$ cat config.mk
export PLATFORM = sky130hd
export DESIGN_NAME = pwm_cfg_sequencer_flat
export DESIGN_NICKNAME = d
export VERILOG_FILES = /design/src/rtl/pwm_cfg_sequencer_if.sv /design/src/rtl/pwm_cfg_sequencer.sv /design/src/flat_wrapper.sv
export SDC_FILE = /design/constraint.sdc
export NUM_CORES = 1
export LEC_CHECK = 0
export BUFFER_PORTS_ARGS = -buffer_cell sky130_fd_sc_hd__buf_4
export CORE_MARGIN = 5
export CORE_UTILIZATION = 30
export CTS_BUF_LIST = sky130_fd_sc_hd__clkbuf_8 sky130_fd_sc_hd__clkbuf_16
export DETAILED_ROUTE_END_ITERATION = 8
export SETUP_SLACK_MARGIN = 0.4
export SYNTH_ARGS = -nofsm -noshare
export SYNTH_HDL_FRONTEND = slang
export SYNTH_SLANG_ARGS = --single-unit
$ cat constraint.sdc
create_clock -name clk -period 3.01 [get_ports clk]
set_input_delay 0 -clock clk [delete_from_list [all_inputs] [get_ports clk]]
set_output_delay 0 -clock clk [all_outputs]
set_load 0.1 [all_outputs]
$ cat src/rtl/pwm_cfg_sequencer_if.sv
// Register-file access bus driven by pwm_cfg_sequencer.
// The master drives the strobes, address and write data; the slave returns read data combinationally.
interface pwm_cfg_sequencer_if;
   logic       read;
   logic       write;
   logic [5:0] addr;
   logic [7:0] data_write;
   logic [7:0] data_read;

   modport master (output read, write, addr, data_write, input data_read);
   modport slave  (input read, write, addr, data_write, output data_read);
endinterface

$ cat src/rtl/pwm_cfg_sequencer.sv
// Arbitrates the PWM register-file bus between single host byte accesses and an atomic
// 14-write update engine (disable, load, counter reset, re-enable).
module pwm_cfg_sequencer #(
   parameter int unsigned GAP_CYCLES = 0
) (
   input  logic                       clk,
   input  logic                       rst_n,
   input  logic                       host_req,
   input  logic                       host_we,
   input  logic [5:0]                 host_addr,
   input  logic [7:0]                 host_wdata,
   output logic                       host_gnt,
   output logic [7:0]                 host_rdata,
   output logic                       host_rvalid,
   input  logic                       upd_start,
   input  logic [15:0]                upd_period,
   input  logic [15:0]                upd_cmp1,
   input  logic [15:0]                upd_cmp2,
   input  logic [7:0]                 upd_prescale,
   input  logic [7:0]                 upd_functions,
   input  logic                       upd_dir,
   input  logic                       upd_pwm_en,
   input  logic                       upd_cnt_en,
   output logic                       upd_busy,
   output logic                       upd_done,
   output logic                       upd_err,
   pwm_cfg_sequencer_if.master        rf
);

   typedef enum logic [2:0] {IDLE, HOST, UPD_WR, UPD_GAP, DONE} state_e;

   typedef struct packed {
      logic [15:0] period;
      logic [15:0] cmp1;
      logic [15:0] cmp2;
      logic [7:0]  prescale;
      logic [7:0]  functions;
      logic        dir;
      logic        pwm_en;
      logic        cnt_en;
   } cfg_t;

   localparam logic [3:0] LAST_STEP = 4'd13;
   localparam logic [3:0] GAP_LAST  = (GAP_CYCLES == 0) ? 4'd0 : 4'(GAP_CYCLES - 1);

   // {addr, data} for each update step; the order keeps the PWM disabled while it is reloaded.
   function automatic logic [13:0] step_word(input logic [3:0] step, input cfg_t c);
      case (step)
         4'd0:    step_word = {6'h02, 8'h00};
         4'd1:    step_word = {6'h0C, 8'h00};
         4'd2:    step_word = {6'h00, c.period[7:0]};
         4'd3:    step_word = {6'h01, c.period[15:8]};
         4'd4:    step_word = {6'h03, c.cmp1[7:0]};
         4'd5:    step_word = {6'h04, c.cmp1[15:8]};
         4'd6:    step_word = {6'h05, c.cmp2[7:0]};
         4'd7:    step_word = {6'h06, c.cmp2[15:8]};
         4'd8:    step_word = {6'h0A, c.prescale};
         4'd9:    step_word = {6'h0B, 7'b0, c.dir};
         4'd10:   step_word = {6'h0D, c.functions};
         4'd11:   step_word = {6'h07, 8'h00};
         4'd12:   step_word = {6'h0C, 7'b0, c.pwm_en};
         4'd13:   step_word = {6'h02, 7'b0, c.cnt_en};
         default: step_word = 14'h0;
      endcase
   endfunction

   state_e     state_q, state_d;
   logic [3:0] step_q, step_d;
   logic [3:0] gap_q, gap_d;
   cfg_t       cfg_q, cfg_d;
   logic       read_q, read_d, write_q, write_d;
   logic [5:0] addr_q, addr_d;
   logic [7:0] wdata_q, wdata_d, rdata_q, rdata_d;
   logic       gnt_q, gnt_d, rvalid_q, rvalid_d;
   logic       busy_q, busy_d, done_q, done_d, err_q, err_d;

   // NOTE: every flop uses <= so all state advances together on the edge, independent of statement order.
   always_ff @(posedge clk or negedge rst_n) begin
      if (!rst_n) begin
         state_q  <= IDLE;
         step_q   <= '0;
         gap_q    <= '0;
         cfg_q    <= '0;
         read_q   <= 1'b0;
         write_q  <= 1'b0;
         addr_q   <= '0;
         wdata_q  <= '0;
         rdata_q  <= '0;
         gnt_q    <= 1'b0;
         rvalid_q <= 1'b0;
         busy_q   <= 1'b0;
         done_q   <= 1'b0;
         err_q    <= 1'b0;
      end else begin
         state_q  <= state_d;
         step_q   <= step_d;
         gap_q    <= gap_d;
         cfg_q    <= cfg_d;
         read_q   <= read_d;
         write_q  <= write_d;
         addr_q   <= addr_d;
         wdata_q  <= wdata_d;
         rdata_q  <= rdata_d;
         gnt_q    <= gnt_d;
         rvalid_q <= rvalid_d;
         busy_q   <= busy_d;
         done_q   <= done_d;
         err_q    <= err_d;
      end
   end

   // NOTE: defaults first so every path assigns every signal and no latch is inferred.
   always_comb begin
      state_d = state_q;
      step_d  = step_q;
      gap_d   = gap_q;
      cfg_d   = cfg_q;
      case (state_q)
         IDLE: begin
            if (upd_start) begin
               state_d = UPD_WR;
               step_d  = '0;
               gap_d   = '0;
               cfg_d   = '{period: upd_period, cmp1: upd_cmp1, cmp2: upd_cmp2,
                           prescale: upd_prescale, functions: upd_functions,
                           dir: upd_dir, pwm_en: upd_pwm_en, cnt_en: upd_cnt_en};
            end else if (host_req) begin
               state_d = HOST;
            end
         end
         HOST: state_d = IDLE;
         UPD_WR: begin
            if (step_q == LAST_STEP) begin
               state_d = DONE;
            end else if (GAP_CYCLES == 0) begin
               step_d = step_q + 4'd1;
            end else begin
               state_d = UPD_GAP;
               gap_d   = '0;
            end
         end
         UPD_GAP: begin
            if (gap_q == GAP_LAST) begin
               state_d = UPD_WR;
               step_d  = step_q + 4'd1;
               gap_d   = '0;
            end else begin
               gap_d = gap_q + 4'd1;
            end
         end
         DONE: begin
            state_d = IDLE;
            step_d  = '0;
         end
         default: state_d = IDLE;
      endcase
   end

   // Outputs are registered, so they are derived from the state being entered.
   always_comb begin
      read_d   = 1'b0;
      write_d  = 1'b0;
      addr_d   = '0;
      wdata_d  = '0;
      gnt_d    = 1'b0;
      busy_d   = 1'b0;
      done_d   = 1'b0;
      err_d    = upd_start && (state_q != IDLE);
      rvalid_d = (state_q == HOST) && read_q;
      rdata_d  = rvalid_d ? rf.data_read : rdata_q;
      case (state_d)
         HOST: begin
            gnt_d   = 1'b1;
            addr_d  = host_addr;
            write_d = host_we;
            read_d  = !host_we;
            wdata_d = host_we ? host_wdata : 8'h00;
         end
         UPD_WR: begin
            write_d           = 1'b1;
            busy_d            = 1'b1;
            {addr_d, wdata_d} = step_word(step_d, cfg_d);
         end
         UPD_GAP: busy_d = 1'b1;
         DONE:    done_d = 1'b1;
         default: ;
      endcase
   end

   assign rf.read       = read_q;
   assign rf.write      = write_q;
   assign rf.addr       = addr_q;
   assign rf.data_write = wdata_q;
   assign host_gnt      = gnt_q;
   assign host_rdata    = rdata_q;
   assign host_rvalid   = rvalid_q;
   assign upd_busy      = busy_q;
   assign upd_done      = done_q;
   assign upd_err       = err_q;

endmodule
$ cat src/flat_wrapper.sv
// flat-port wrapper written by rule: the top's interface ports become plain ports
module pwm_cfg_sequencer_flat 
#(
   parameter int unsigned GAP_CYCLES = 0
)
  (clk, rst_n, host_req, host_we, host_addr, host_wdata, host_gnt, host_rdata, host_rvalid, upd_start, upd_period, upd_cmp1, upd_cmp2, upd_prescale, upd_functions, upd_dir, upd_pwm_en, upd_cnt_en, upd_busy, upd_done, upd_err, rf_read, rf_write, rf_addr, rf_data_write, rf_data_read);
  pwm_cfg_sequencer_if rf_i ();
  input  logic clk;
  input  logic rst_n;
  input  logic host_req;
  input  logic host_we;
  input  logic [5:0] host_addr;
  input  logic [7:0] host_wdata;
  output logic host_gnt;
  output logic [7:0] host_rdata;
  output logic host_rvalid;
  input  logic upd_start;
  input  logic [15:0] upd_period;
  input  logic [15:0] upd_cmp1;
  input  logic [15:0] upd_cmp2;
  input  logic [7:0] upd_prescale;
  input  logic [7:0] upd_functions;
  input  logic upd_dir;
  input  logic upd_pwm_en;
  input  logic upd_cnt_en;
  output logic upd_busy;
  output logic upd_done;
  output logic upd_err;
  output wire logic [$bits(rf_i.read)-1:0] rf_read;
  output wire logic [$bits(rf_i.write)-1:0] rf_write;
  output wire logic [$bits(rf_i.addr)-1:0] rf_addr;
  output wire logic [$bits(rf_i.data_write)-1:0] rf_data_write;
  input wire logic [$bits(rf_i.data_read)-1:0] rf_data_read;
  assign rf_read = rf_i.read;
  assign rf_write = rf_i.write;
  assign rf_addr = rf_i.addr;
  assign rf_data_write = rf_i.data_write;
  assign rf_i.data_read = rf_data_read;
  pwm_cfg_sequencer #(.GAP_CYCLES(GAP_CYCLES)) u_core (.clk(clk), .rst_n(rst_n), .host_req(host_req), .host_we(host_we), .host_addr(host_addr), .host_wdata(host_wdata), .host_gnt(host_gnt), .host_rdata(host_rdata), .host_rvalid(host_rvalid), .upd_start(upd_start), .upd_period(upd_period), .upd_cmp1(upd_cmp1), .upd_cmp2(upd_cmp2), .upd_prescale(upd_prescale), .upd_functions(upd_functions), .upd_dir(upd_dir), .upd_pwm_en(upd_pwm_en), .upd_cnt_en(upd_cnt_en), .upd_busy(upd_busy), .upd_done(upd_done), .upd_err(upd_err), .rf(rf_i));
endmodule
==> flow_summary_export.csv, run 1 <==
group,metric,value,unit
timing,holdWs,0.01195,ns
power,ir_worst_vdd,0.5886,mV
synth,yosys.area.top_type,"dfrtp_1",
detailed_routing,drtIter0Drc,229,
synth,synth_simple_gate_area_frac,0.1211,
detailed_routing,post_drt_wl_per_cell,17.45,µm
detailed_routing,routed_wl,15290,µm
synth,synth_fa_ha_area_frac,0.009787,
finish,layout_common_cells,"buf_4 (144), dfrtp_1 (102), dlygate4sd3_1 (92), mux2_2 (75), nand2_1 (41)",
synth,synthTopCellsByArea,"dfrtp_1 (52%), mux2_2 (17%), nand2_1 (3.2%)",
finish,drive_above_1_share,0.4482,
run_status,status,"finished clean",
grt,grt_start_max_net_pins,65,
die,fp-row-count,47,
worst_setup_path,critPathCaptureType,"flip-flop",
detailed_routing,drc,0,
clock_network,htree_levels,3,
synth,synth-compound-area-share,0.1199,
clock_network,cts.sink_count,107,
grt,antenna_found_initial,0,
timing,period_minus_slack,2.643,ns
worst_setup_path,critPathKind,"flip-flop to flip-flop",
detailed_routing,vias,4175,
synth,ys_warn_count,0,
synth,synth_nets,521,
grt,grt_pass1_wl,23940,µm
timing,max_slew_margin,0.4513,
grt,grt_overflow,0,
power,power_leakage,3.479,nW
placed_design,place_area,0.006202,mm²
timing,hold_violations,0,
synth,synth-xor-area-share,0,
placed_design,portBuffers,122,
die,dieArea,0.01976,mm²
clock_network,worstSkewPairLatency,0.35,ns
synth,synth_top_family_by_area,"multiplexers",
clock_network,cts_tree,"done",
worst_setup_path,required,3.26,ns
timing,tns,0,ns
clock_network,root_buffer,"clkbuf_16",
timing,finClkSkew,0.009273,ns
synth,synth_edf_count,0,
timing,rsz0062_at_grt,"true",
detailed_routing,drtAntennaViolNets,0,
placed_design,dpl.hpwl,10690,µm
flow_run,cap_violations,0,
timing,drv_slew,0,
die,die_h,140.6,µm
grt,grt_pass1_vias,4498,
placed_design,place_congestion,0.7867,
synth,synth-seq-cells,107,
timing,worstMarginPinSlew,0.8231,ns
die,core_area,0.01664,mm²
die,start_util,0.3073,
finish,mostFrequentLayoutCell,"buf_4",
synth,synth_area,0.005114,mm²
synth,synth.distinct_cells,65,
timing,max_freq,378.4,MHz
worst_setup_path,cp.arrival,2.89,ns
finish,synthToLayoutAreaGrowth,51.90,%
timing,finalSetupViolations,0,
synth,async_reset_ff_frac,1.000,
die,chipWidth,140.6,µm
power,powerDensity,1099,mW/mm²
synth,synth_mux_area_frac,0.1789,
die,ios,123,
worst_setup_path,critPathLaunchType,"flip-flop",
synth,ys.flop_type,"dfrtp_1",
finish,nNetsFinal,750,
clock_network,clock_path_buffers,2,
worst_setup_path,path_max_fanout,8,
clock_network,cts_buffers,9,
detailed_routing,drt_pass1_iterations,4,
grt,grtUsageTotal,0.1531,
finish,diodes,0,
synth,synth.avg_cell_area,12.09,µm²
synth,synth_top_area_share,0.5236,
clock_network,clk_pin_slew_worst_paths,0.07,ns
synth,synth_cells,423,
worst_hold_path,hold_path.class,"input port to flip-flop",
timing,min_period_over_period,0.8779,
detailed_routing,viasPerCell,4.766,
finish,design_area,0.007767,mm²
synth,seq_area_frac_synth,0.5236,
-- through the flow --
step / setup WS [ns] / total power, W / instances / util
after floorplan: 0.6262 / 0.005598 / 423 / -
after global placement: 0.1983 / 0.006511 / 750 / 0.3727
after detailed placement: 0.08556 / 0.006610 / 750 / 0.3727
after CTS: 0.3949 / 0.008170 / 866 / 0.4540
after global routing: 0.3004 / 0.009067 / 876 / 0.4667
final: 0.3674 / 0.008540 / 876 / 0.4667
-- worst max-delay path: stages (launching register included) --
cell      delay (ns)
dfrtp_1         0.40
inv_1           0.07
ha_2            0.16
or3b_4          0.41
a211o_1         0.30
a21oi_4         0.21
nor3_4          0.07
bufinv_8        0.24
buf_8           0.13
nand3_4         0.11
a21oi_2         0.12
a311oi_1        0.06
o21ai_1         0.24
-- final cells by class --
type,instances,area (µm²)
Clock inverter,5,23.77
Fill cell,1508,8875
Multi-Input combinational cell,282,2391
Sequential cell,107,2684
Inverter,10,63.81
Tap cell,220,275.3
Timing Repair Buffer,242,2091
Clock buffer,10,239.0
-- flip-flops by register name, summed over array words and instances (netlist names), 3 cells and up --
register              count
u_core.cfg_q             67
u_core.host_rdata         8
u_core.rf.data_write      8
u_core.rf.addr            6
u_core.gap_q              4
u_core.step_q             4
u_core.state_q            3
-- kinds of logic (layout without fill, tap and decap cells) --
group	Yosys count	in the layout
AOI/OAI and AO/OA	78	78
buffers and inverters	34	267
adders and majority gates	4	4
muxes	82	82
DFF	107	107
and+or+nand+nor	118	118
-- Yosys cell counts, types with 6 or more instances --
cell and instances:
a21oi_1 9, and2_1 9, buf_4 10, buf_6 9, dfrtp_1 107, mux2_2 75, mux2i_1 7, nand2_1 44
nand3_1 9, nor2_1 19, o21ai_0 8, o21ai_1 6
-- timing repair --
| item | CTS | global route |
|---|---|---|
| pin swaps | 4 | 23 |
| cloned | 0 | 0 |
| setup buffers | 9 | 10 |
| gates resized for setup | 24 | 35 |
| endpoints found under the hold margin | 153 | 0 |
| hold buffers | 92 | 0 |
| setup endpoints to repair | 12 | 11 |
-- final timing paths --
check	depth (start not counted)	slack [ns]	end	startpoint
max in group asynchronous	3	1.88	u_core.cfg_q[3]	rst_n
setup reg to reg	12	0.37	u_core.rf.data_write[1]	u_core.gap_q[1]
hold / removal	3	0.01	u_core.rf.read	host_req
min in group asynchronous	2	0.29	u_core.gap_q[1]	rst_n
hold reg to reg	1	0.50	u_core.cfg_q[45]	u_core.cfg_q[45]
setup / recovery	12	0.37	u_core.rf.data_write[1]	u_core.gap_q[1]
-- power by group --
part	internal [W]	switching, W	total [W]
Sequential	0.00205	0.000236	0.00229
Combinational	0.00215	0.00304	0.00519
Clock	0.000568	0.000489	0.00106
-- metal layers --
layer / up-vias / track usage / part of all wire
li1: 1978 / - / -
met1: 2055 / 0.1987 / 0.42
met2: 130 / 0.2601 / 0.51
met3: 12 / 0.03817 / 0.055
met4: 0 / 0.03162 / 0.012
met5: - / 0 / 0
No activity file was read; power rests on OpenSTA's default activity.
==> inputs of run 2 (changes only) <==
Settings changed: ABC_AREA from default to 1.
==> run 2 against run 1 <==
Effect of this change:
- clock-buffer cell count unchanged
- sequential share of layout area up 1.0 points
- final area down 3.0%
- highest routed layer unchanged
- worst setup slack better by 0.28 ns
==> flow_summary_export.csv, run 2 <==
group,metric,value,unit
synth,synth_simple_gate_area_frac,0.3947,
timing,rsz0062_at_grt,"false",
grt,grtUsageTotal,0.1545,
clock_network,htree_levels,3,
worst_hold_path,hp-start,"upd_cmp2[4]",
power,powerDensity,1035,mW/mm²
timing,max_freq,424.1,MHz
power,intPower,0.003938,W
die,start_util,0.3036,
timing,min_period_over_period,0.7834,
power,p_sw_frac,0.4948,
clock_network,root_buffer,"clkbuf_16",
placed_design,dp_cells,1008,
timing,period_minus_slack,2.358,ns
grt,grt_pass1_vias,4896,
synth,seq_area_frac_synth,0.5153,
detailed_routing,drc,0,
synth,synthTopCellsByCount,"nand2_1 (332), dfrtp_1 (107), nand3_1 (59), nor2_1 (51), inv_1 (30)",
finish,design_area,0.007533,mm²
timing,worstMarginPinSlew,0.6414,ns
die,chipWidth,141.6,µm
detailed_routing,routed_wl,15350,µm
placed_design,portBuffers,122,
clock_network,clk_pin_slew_worst_paths,0.07,ns
finish,diodes,0,
detailed_routing,post_drt_wl_per_cell,13.82,µm
synth,synth_fa_ha_area_frac,0.009632,
clock_network,cts.sink_count,107,
synth,synth_edf_count,0,
finish,synthToLayoutAreaGrowth,44.98,%
power,seqPwrFrac,0.286,
detailed_routing,drtIter0Drc,243,
finish,regMostFlops,"u_core.cfg_q",
detailed_routing,drt_pass1_iterations,5,
synth,ys.flop_type,"dfrtp_1",
worst_setup_path,rr_worst_depth,15,
clock_network,worstSkewPairLatency,0.35,ns
synth,yosys.area.top_type,"dfrtp_1",
synth,ys_warn_count,0,
synth,synth-seq-cells,107,
worst_setup_path,r2r-start,"u_core.step_q[1]",
synth,synth_cells,680,
detailed_routing,drtAntennaViolNets,0,
synth,synth.avg_cell_area,7.642,µm²
clock_network,cts_buffers,9,
synth,synth_area,0.005196,mm²
die,die_h,141.6,µm
worst_hold_path,min_to,"u_core.cfg_q[23]",
worst_setup_path,critPathKind,"flip-flop to flip-flop",
worst_setup_path,path_max_fanout,15,
timing,finalSetupViolations,0,
grt,antenna_found_initial,0,
finish,layout_common_cells,"nand2_1 (330), buf_4 (127), dfrtp_1 (105), dlygate4sd3_1 (81), nand3_1 (58)",
finish,nNetsFinal,979,
worst_setup_path,critPathCaptureType,"flip-flop",
timing,drv_slew,0,
finish,drive_above_1_share,0.2144,
placed_design,place_congestion,0.8371,
timing,hold_violations,0,
worst_setup_path,required,3.24,ns
timing,max_slew_margin,0.5724,
synth,synth.distinct_cells,33,
synth,async_reset_ff_frac,1.000,
power,p_comb_frac,0.574,
clock_network,cts_tree,"done",
worst_setup_path,r2r_setup_slack,0.65,ns
finish,largest_register_ffs,67,
timing,tns,0,ns
grt,grt_start_max_net_pins,68,
flow_run,cap_violations,0,
synth,synth_top_area_share,0.5153,
power,power_leakage,3.935,nW
timing,finClkSkew,0.006297,ns
die,core_area,0.01712,mm²
synth,yosysMostFrequentCell,"nand2_1",
worst_hold_path,holdPathStages,4,
die,fp-row-count,48,
worst_setup_path,critPathLaunchType,"flip-flop",
worst_hold_path,hold_path.class,"input port to flip-flop",
worst_setup_path,reg2reg_to,"u_core.rf.data_write[5]",
grt,grt_overflow,0,
synth,synth_top_family_by_area,"simple AND/OR/NAND/NOR gates",
placed_design,place_area,0.006334,mm²
worst_setup_path,cp.arrival,2.59,ns
die,ios,123,
synth,synth-compound-area-share,0.02576,
finish,final_cells,1111,
placed_design,dpl.hpwl,10920,µm
synth,synth_mux_area_frac,0,
detailed_routing,viasPerCell,4.353,
finish,mostFrequentLayoutCell,"nand2_1",
grt,grt_pass1_wl,24890,µm
power,p_clk_frac,0.140,
run_status,status,"finished clean",
synth,synth-xor-area-share,0.003371,
power,switchingPower,0.003857,W
die,dieArea,0.02005,mm²
clock_network,clock_path_buffers,2,
power,ir_worst_vdd,0.6678,mV
synth,synthTopCellsByArea,"dfrtp_1 (52%), nand2_1 (24%), nand3_1 (5.7%)",
synth,synth_nets,778,
detailed_routing,vias,4836,
## run 2: cell count changes after synthesis, sizes merged, moves of 6 or more
cell	previous run	this run
or2	1	11
mux2i	7	0
nand2	44	335
nand3	11	63
inv	9	39
nor2b	6	0
nand4	1	9
mux2	75	0
a21oi	11	3
nor3	6	0
buf	20	13
and2	9	0
nor2	19	62
## run 2: per-stage QoR
step,setup slack [ns],power (W),hold WS [ns],utilization
final,0.6519,0.007795,0.01869,0.4401
after global routing,0.3923,0.008413,0.02401,0.4401
after CTS,0.4702,0.007582,0.01001,0.4349
after detailed placement,0.3491,0.006300,0.06540,0.3700
after global placement,0.3852,0.006270,0.06221,0.3700
after floorplan,1.008,0.005270,-0.2956,-
## run 2: area by class of cell
cell class / count / area, µm²
flip-flops and latches: 107 / 2680
clock inverters: 6 / 33.78
fillers: 1721 / 9583
inverters: 41 / 156.4
clock buffers: 10 / 239.0
repair buffers: 212 / 1844
well taps: 225 / 281.5
multi-input cells: 510 / 2298
## run 2: kinds of logic (layout without fill, tap and decap cells)
kind of cell / after synthesis / in the layout
fa+ha+maj: 4 / 4
flops: 107 / 107
compound gates: 24 / 24
simple gates: 480 / 480
buf+inv: 63 / 269
xor+xnor: 2 / 2
## run 2: worst max-delay path by stage
| stage | startpoint | end |
|---|---|---|
| floorplan | u_core.step_q[1] | u_core.rf.data_write[7] |
| global placement | u_core.step_q[1] | u_core.rf.data_write[0] |
| detailed placement | u_core.step_q[1] | u_core.rf.data_write[7] |
| CTS | u_core.step_q[1] | u_core.rf.data_write[0] |
| global route | u_core.step_q[1] | u_core.rf.data_write[4] |
| finish | u_core.step_q[1] | u_core.rf.data_write[5] |
## run 2: worst max-delay path, cell delays in order (launching register included)
cell	delay [ns]
dfrtp_2	0.41
inv_1	0.10
ha_1	0.23
nand3_2	0.16
nand2_1	0.07
nand3_1	0.12
nand3_1	0.13
nor2_4	0.17
nor2_4	0.06
buf_12	0.15
nand2_2	0.11
nor2_1	0.05
nor2_1	0.18
nand3_1	0.14
nand2_1	0.11
nand2_1	0.06
## run 2: repair_timing
item,4_1_cts,5_1_grt
hold buffers,81,0
gates resized for setup,1,13
pin swaps,1,3
endpoints found under the hold margin,125,0
setup buffers,3,3
setup endpoints to repair,6,12
## run 2: routing by layer
layer,up-vias,wire length (µm),GRT usage
met3,21,849,0.02831
met1,2157,7331,0.2150
met2,133,6878,0.2481
met4,0,289,0.04192
li1,2525,-,-
met5,-,0,0
## run 2: power by group through the flow
stage | registers [W] | logic, W | clock network [W]
after floorplan | 0.00280 | 0.00247 | 0
after global placement | 0.00224 | 0.00403 | 0
after detailed placement | 0.00225 | 0.00405 | 0
after CTS | 0.00222 | 0.00423 | 0.00113
after global routing | 0.00229 | 0.00496 | 0.00117
final | 0.00223 | 0.00448 | 0.00109
==> inputs of run 3 (changes only) <==
Clock period 3.01 ns to 2.1 ns, I/O delays scaled along.
==> run 3 against run 2 <==
Effect of this change:
- the run now ends with negative setup slack left
- worst hold slack worse by 0.017 ns
- non-clock buffer count up 64
- wire length grew 13%
- worst setup slack lost 0.69 ns
- core utilization grew 5.9 points
- critical path type unchanged
- largest cell class unchanged
==> flow_summary_export.csv, run 3 (synthesis gave the netlist of run 2 again) <==
group,metric,value,unit
run_status,status,"complete, but fails checks",
run_status,violations,"negative setup slack",
finish,final_cells,1178,
die,fp-row-count,48,
worst_setup_path,path_cells,"ha_4, nand3_4, nand2_1, nand3_2, nand4_4, nor2_4, buf_12, nand3_1, nand2_1, nor2_2, nand3_1, nand2_2, nand2_1",
detailed_routing,post_drt_wl_per_cell,14.77,µm
worst_setup_path,required,2.39,ns
detailed_routing,drc,0,
power,ir_worst_vdd,0.9672,mV
timing,drv_slew,0,
worst_setup_path,slowest_delay,0.46,ns
timing,rsz0062_at_grt,"true",
timing,max_freq,467.1,MHz
worst_setup_path,cp_top_family,"simple AND/OR/NAND/NOR gates",
timing,finalSetupViolations,3,
worst_setup_path,r2r_setup_slack,-0.04,ns
worst_setup_path,critical_path.most_common_cell,"nand2_1",
clock_network,htree_levels,3,
finish,diodes,0,
timing,worstMarginPinSlew,0.4958,ns
clock_network,clk_pin_slew_worst_paths,0.07,ns
worst_setup_path,path_max_fanout,8,
die,start_util,0.3036,
worst_setup_path,r2r-start,"u_core.step_q[0]",
detailed_routing,vias,5310,
die,ios,123,
grt,grt_pass1_wl,27800,µm
worst_setup_path,critPathLaunchType,"flip-flop",
worst_hold_path,hp-start,"upd_cmp2[5]",
timing,holdWs,0.001578,ns
flow_run,cap_violations,0,
worst_setup_path,critPathKind,"flip-flop to flip-flop",
finish,regMostFlops,"u_core.cfg_q",
finish,regArea,0.002684,mm²
finish,synthToLayoutAreaGrowth,64.27,%
power,powerDensity,1609,mW/mm²
die,dieArea,0.02005,mm²
worst_setup_path,path_buf_inv,1,
die,core_area,0.01712,mm²
clock_network,cts_tree,"done",
detailed_routing,drt_pass1_iterations,5,
timing,finClkSkew,0.007595,ns
placed_design,portBuffers,122,
worst_setup_path,worst_path_max_delay_cell,"dfrtp_2",
clock_network,worstSkewPairLatency,0.36,ns
grt,antenna_found_initial,0,
detailed_routing,viasPerCell,4.508,
detailed_routing,routed_wl,17400,µm
power,power_leakage,4.355,nW
worst_hold_path,holdPathStages,4,
die,chipWidth,141.6,µm
timing,hold_violations,0,
timing,setup_ws,-0.04084,ns
finish,largest_register_ffs,67,
power,finalPower,0.01374,W
grt,grtUsageTotal,0.1748,
detailed_routing,drtAntennaViolNets,0,
die,die_h,141.6,µm
timing,max_slew_margin,0.6695,
grt,grt_overflow,0,
timing,period_minus_slack,2.141,ns
worst_setup_path,rr_worst_depth,13,
finish,drive_above_1_share,0.3452,
clock_network,clock_path_buffers,2,
finish,multiInputGateArea,0.002679,mm²
detailed_routing,drtIter0Drc,337,
worst_hold_path,hold_path.class,"input port to flip-flop",
timing,min_period_over_period,1.019,
grt,grt_pass1_vias,5353,
clock_network,cts_buffers,9,
placed_design,pre_cts_slack,-0.1070,ns
finish,final_core_util,0.4987,
finish,layout_common_cells,"nand2_1 (308), buf_4 (175), dfrtp_1 (102), dlygate4sd3_1 (82), nand3_1 (41)",
clock_network,cts.sink_count,107,
worst_setup_path,cp.arrival,2.43,ns
placed_design,dp_cells,1055,
placed_design,place_congestion,0.8695,
finish,nNetsFinal,1046,
finish,fillCellCount,1629,
finish,mostFrequentLayoutCell,"nand2_1",
placed_design,dpl.hpwl,12520,µm
worst_setup_path,reg2reg_to,"u_core.rf.data_write[5]",
worst_hold_path,min_to,"u_core.cfg_q[24]",
clock_network,root_buffer,"clkbuf_16",
worst_setup_path,critPathCaptureType,"flip-flop",
grt,grt_start_max_net_pins,52,
==> run 3: what timing repair did <==
item	CTS	global route
pin swaps	41	39
endpoints found under the setup margin	17	28
gates resized for setup	41	48
endpoints found under the hold margin	116	0
hold buffers	82	0
gates cloned	3	0
buffers inserted	13	9
==> run 3: cell type report <==
cell class,count,share of cell area
Tap cell,225,0.03298
Inverter,41,0.01906
Clock buffer,9,0.02639
Timing Repair Buffer,276,0.2844
Multi-Input combinational cell,513,0.3138
Sequential cell,107,0.3144
Clock inverter,7,0.008942
==> run 3: power breakdown <==
part / switching (W) / total [W] / internal, W / leakage (nW)
Combinational: 0.00538 / 0.00877 / 0.00339 / 2.91
Sequential: 0.000349 / 0.00323 / 0.00288 / 1.30
Clock: 0.000801 / 0.00173 / 0.000934 / 0.147
Total: 0.00653 / 0.0137 / 0.00720 / 4.35
==> run 3: routing by layer <==
layer,vias to the layer above,wire [µm],global-route usage
met4,0,235,0.04444
met3,19,1137,0.03606
met2,171,8289,0.2828
met1,2460,7740,0.2402
met5,-,0,0
li1,2660,-,-
==> run 3: stage by stage <==
step | TNS, ns | instance area, µm²
after floorplan | 0 | 5345
after global placement | -0.4132 | 6872
after detailed placement | -0.3007 | 6872
after CTS | 0 | 8308
after global routing | -1.173 | 8536
final | -0.05626 | 8536
==> run 3: worst max path at each step <==
stage	startpoint	to	slack (ns)	cells after the start
floorplan	u_core.step_q[0]	u_core.rf.data_write[4]	0.23	16
global placement	u_core.state_q[1]	u_core.rf.data_write[5]	-0.11	14
detailed placement	u_core.state_q[1]	u_core.rf.data_write[5]	-0.11	14
CTS	u_core.state_q[1]	u_core.rf.data_write[5]	0.01	14
global route	u_core.step_q[1]	u_core.rf.data_write[6]	-0.16	15
finish	u_core.step_q[0]	u_core.rf.data_write[5]	-0.04	13
==> run 3: worst min-delay path, cell delays in order <==
cell and delay [ns]:
buf_4 0.10, or2_1 0.09, o21ai_1 0.08, inv_1 0.06
